==> src/rtl/csync_pkg.sv <==
// csync_pkg: shared constants and FSM state type for the composite-sync generator
package csync_pkg;
  localparam int DEF_HCNT_W = 12;
  localparam int CSYNC_LAT = 2;
  typedef enum logic [1:0] {NOLOCK, LINE, VBROAD, VSERR} csync_state_t;
endpackage

==> src/rtl/sync_measure.sv <==
// sync_measure: hsync edge detection plus line-length and hsync-width measurement
module sync_measure import csync_pkg::*; #(
  parameter int HCNT_W = DEF_HCNT_W
) (
  input  logic              clk,
  input  logic              reset,
  input  logic              ce_pix,
  input  logic              hsync,
  output logic              hs_rise,
  output logic [HCNT_W-1:0] hcnt,
  output logic [HCNT_W-1:0] line_len,
  output logic [HCNT_W-1:0] hs_len,
  output logic              len_ok
);
  logic hs_prev, hs_fall, seen, ok_q, hcnt_sat;
  logic [HCNT_W-1:0] hs_w;
  assign hs_rise  = ce_pix & hsync & ~hs_prev;
  assign hs_fall  = ce_pix & ~hsync & hs_prev;
  assign hcnt_sat = &hcnt;
  assign len_ok   = ok_q & (hs_len < line_len);
  always_ff @(posedge clk) begin
    if (reset) begin
      hs_prev  <= 1'b0;
      seen     <= 1'b0;
      ok_q     <= 1'b0;
      hcnt     <= '0;
      hs_w     <= '0;
      line_len <= '0;
      hs_len   <= '0;
    end else begin
      if (ce_pix) hs_prev <= hsync;
      if (hs_rise) begin
        hcnt <= HCNT_W'(1);
        hs_w <= HCNT_W'(1);
        seen <= 1'b1;
        ok_q <= seen & ~hcnt_sat;
        if (!hcnt_sat) line_len <= hcnt;
      end else if (ce_pix) begin
        if (!hcnt_sat) hcnt <= hcnt + HCNT_W'(1);
        if (hsync && !(&hs_w)) hs_w <= hs_w + HCNT_W'(1);
      end
      if (hs_fall) hs_len <= hs_w;
    end
  end
endmodule

==> src/rtl/csync_gen.sv <==
// csync_gen: composite-sync generator with XOR or measured broad-pulse serrations, pixel-aligned outputs
module csync_gen import csync_pkg::*; #(
  parameter int HCNT_W = DEF_HCNT_W
) (
  input  logic        clk,
  input  logic        reset,
  input  logic        ce_pix,
  input  logic        hsync,
  input  logic        vsync,
  input  logic        de,
  input  logic [23:0] din,
  input  logic        serr_en,
  output logic [23:0] dout,
  output logic        hsync_o,
  output logic        vsync_o,
  output logic        csync_o,
  output logic        de_o
);
  csync_state_t state, state_n;
  logic hs_rise, len_ok, cs;
  logic [HCNT_W-1:0] hcnt, line_len, hs_len;
  logic [CSYNC_LAT-1:0][27:0] pipe;
  sync_measure #(.HCNT_W(HCNT_W)) u_meas (
    .clk      (clk),
    .reset    (reset),
    .ce_pix   (ce_pix),
    .hsync    (hsync),
    .hs_rise  (hs_rise),
    .hcnt     (hcnt),
    .line_len (line_len),
    .hs_len   (hs_len),
    .len_ok   (len_ok)
  );
  always_comb begin
    state_n = (!len_ok || !serr_en) ? NOLOCK :
              (state == NOLOCK)     ? LINE :
              (state == LINE)       ? (vsync ? VBROAD : LINE) :
              !vsync                ? LINE :
              (state == VBROAD)     ? ((ce_pix && hcnt == line_len - hs_len) ? VSERR : VBROAD) :
              (hs_rise ? VBROAD : VSERR);
    cs = (state == NOLOCK) ? hsync ^ vsync :
         (state == LINE)   ? hsync :
         (state == VBROAD);
  end
  always_ff @(posedge clk) begin
    if (reset) begin
      state <= NOLOCK;
      pipe  <= '0;
    end else begin
      state <= state_n;
      pipe  <= {pipe[CSYNC_LAT-2:0], {cs, hsync, vsync, de, din}};
    end
  end
  assign {csync_o, hsync_o, vsync_o, de_o, dout} = pipe[CSYNC_LAT-1];
endmodule

==> config.mk <==
export PLATFORM = sky130hd
export DESIGN_NAME = csync_gen
export DESIGN_NICKNAME = d
export VERILOG_FILES = /design/src/rtl/csync_pkg.sv /design/src/rtl/sync_measure.sv /design/src/rtl/csync_gen.sv
export SDC_FILE = /design/constraint.sdc
export NUM_CORES = 1
export LEC_CHECK = 0
export CAP_MARGIN = 5
export CORE_ASPECT_RATIO = 1.5
export CORE_MARGIN = 3
export CORE_UTILIZATION = 60
export CTS_CLUSTER_DIAMETER = 50
export DETAILED_ROUTE_END_ITERATION = 6
export DONT_BUFFER_PORTS = 1
export PLACE_DENSITY_LB_ADDON = 0.1
export SYNTH_ARGS = -nofsm -noshare
export SYNTH_HDL_FRONTEND = slang
export SYNTH_SLANG_ARGS = --single-unit
==> constraint.sdc <==
create_clock -name clk -period 3.2 [get_ports clk]
set_input_delay 0.64 -clock clk [delete_from_list [all_inputs] [get_ports clk]]
set_output_delay 0.64 -clock clk [all_outputs]
set_load 0.02 [all_outputs]
==> out/qor.yml <==
drt-initial-drc-count: 109
yosysTopAreaCellShare: 0.468
root_buffer: "clkbuf_8"
syn_nets: 536
dr.pass1.iters: 4
die_h_um: 114
syn2layout_area_growth_pct: 1.26
worstPathMaxFanout: 3
clock_latency_ns: 0.37
synth_ff_type: "dfxtp_1"
n_antenna_cell: 0
hpwl_mm: 6.62
setup_tns_ns: 0
finClkSkew_ns: 0.00511
rrSetupSlack_ns: 0.57
setup_viol_count_final: 0
dr_total_vias: 3115
max_freq_mhz: 381
rsz0062_at_grt: "no"
cts_buffers: 9
hp-class: "in -> reg"
die_width_um: 78.0
syn_area_per_cell_um2: 9.51
power_density_mw_per_mm2: 500
crit_required_ns: 3.48
ctsHoldBuffers: 0
clock-sinks: 109
final_nets: 501
final_common_cell: "dfxtp_1"
grt.met1_usage: 0.214
leakage_uw: 0.00190
drt-vias-per-instance: 5.56
slew_headroom: 0.415
yosysTopAreaCell: "dfxtp_1"
layout_common_cells: "dfxtp_1 (109), nor2b_1 (57), nor2_1 (55)"
cts.clk_slew.worst_paths_ns: 0.10
ir_worst_vdd_v: 0.000418
cp.arrival_ns: 2.91
clock_path_buffers: 2
cap_violations: 0
grt_usage: 0.208
maxSlewViolCount: 0
drt-total-wl_mm: 8.85
hold_viol_final: 0
cts_setup_buffers: 0
ys_ff_latch: 109
yosys_warnings: 0
wire_per_inst_um: 15.8
cts_tree: "done"
startpoint_type: "flop"
gp_congestion: 0.848
grt-busiest-layer: "met2"
io_pins: 59
ys_seq_area_frac: 0.468
num_rows: 38
synthTopCellsByArea: "dfxtp_1 (47%), nor2b_1 (7.6%), mux2i_1 (4.7%)"
port_buffers: 0
htree_levels: 3
ys_async_sr_fraction: 0
drt_drc_violations_left: 0
dp.cells: 544
grt_pass1_vias: 3076
tightest_slew_ns: 0.878
overflow: 0
layout-drive-gt1-share: 0.0587
grtUsageMet2: 0.387
core_mm2: 0.00737
fin_cells: 560
syn-cell-area_mm2: 0.00466
grt_pass1_wl_mm: 14.4
grt_max_degree: 88
fin_crit_sh: 0.821
synth_cell_types: 51
crit_type: "reg -> reg"
outcome: "finished, final reports clean"
grt_use_met3: 0.0395
dieArea_mm2: 0.00889
antenna_found_initial: 0
fin_crit_ns: 2.63
syn_inst: 490
final_antenna_net_count: 0
critPathCaptureType: "flop"
synth-edff-count: 0
start_util: 0.633
post_cts_resized: 0
==> final cells by class <==
type	instances	area, µm²
clock inverter	7	73.8
clock buffer	9	124
timing repair buffer	2	15.0
fill	642	2650
sequential	109	2180
multi-input combinational	312	2120
inverter	21	78.8
tap	100	125
==> state kept, by name, indices dropped and copies added (netlist names) <==
signal	cells
csync_o	1
de_o	1
dout	24
hsync_o	1
pipe	28
state	2
u_meas.hcnt	12
u_meas.hs_len	12
u_meas.hs_prev	1
u_meas.hs_w	12
u_meas.line_len	12
u_meas.ok_q	1
u_meas.seen	1
vsync_o	1
==> power by group <==
part / total [µW] / switching [µW] / internal, µW
combinational: 114 / 58.8 / 54.7
clock: 812 / 450 / 362
sequential: 1430 / 35.8 / 1400
==> critical path, cell delays in order, from the launching register on <==
cell	delay [ns]
dfxtp_1	0.33
inv_1	0.05
ha_1	0.17
inv_1	0.06
fa_1	0.39
a211oi_1	0.39
o21ai_0	0.23
a41oi_1	0.34
xnor2_1	0.16
nand2_1	0.09
o41ai_2	0.33
==> stage by stage <==
stage / area (µm²) / setup WS [ns] / hold slack (ns) / power, µW / util
final: 4720 / 0.573 / 0.331 / 2360 / 0.641
after global routing: 4720 / 0.422 / 0.306 / 2440 / 0.641
after CTS: 4720 / 0.613 / 0.313 / 2380 / 0.641
after detailed placement: 4520 / 0.644 / 0.424 / 1580 / 0.614
after global placement: 4520 / 0.730 / 0.415 / 1580 / 0.614
after floorplan: 4660 / 0.856 / 0.414 / 1580 / -
==> routing by layer <==
layer  wire length (µm)  share of wire
met5                  0              0
met4                298          0.034
met1               3460           0.39
met3                359          0.041
met2               4740           0.53
==> Yosys cell counts (2+ instances only) <==
library cell,n
nor2_1,55
ha_1,14
nand4_1,12
and2_1,3
or3_1,4
nand2_1,16
nand3_1,10
o31ai_1,2
a21o_1,4
o21a_1,2
nand3b_1,2
nor3_1,5
mux2i_1,22
o2111a_1,2
clkbuf_2,2
xor2_1,18
nor2b_1,57
o41ai_2,2
buf_2,5
buf_4,24
and4_1,3
a31oi_1,2
and3_2,2
a211oi_1,5
inv_1,21
clkbuf_1,15
and3_1,3
a21oi_1,14
nand2b_1,4
dfxtp_1,109
xnor2_1,19
buf_1,2
o21ai_0,12
==> kinds of logic (layout without fill, tap and decap cells) <==
| kind of cell | after synthesis | count (layout) | synth area share |
|---|---|---|---|
| buf+inv | 69 | 39 | 0.0768 |
| compound gates | 57 | 57 | 0.0872 |
| mux | 22 | 22 | 0.0472 |
| fa+ha+maj | 15 | 15 | 0.0419 |
| flops | 109 | 109 | 0.468 |
| simple gates | 180 | 180 | 0.205 |
| xor+xnor | 38 | 38 | 0.0743 |
==> path summary, 6_finish.rpt <==
kind                                   start                  end  cells after the start
min reg2reg              pipe[14]$_SDFF_PP0_  dout[14]$_SDFF_PP0_                      1
min                                    reset  pipe[26]$_SDFF_PP0_                      1
max          u_meas.line_len[0]$_SDFFE_PP0P_  state[0]$_SDFF_PP0_                     10
max reg2reg  u_meas.line_len[0]$_SDFFE_PP0P_  state[0]$_SDFF_PP0_                     10
Note: power is estimated with default switching activity, not from simulation.
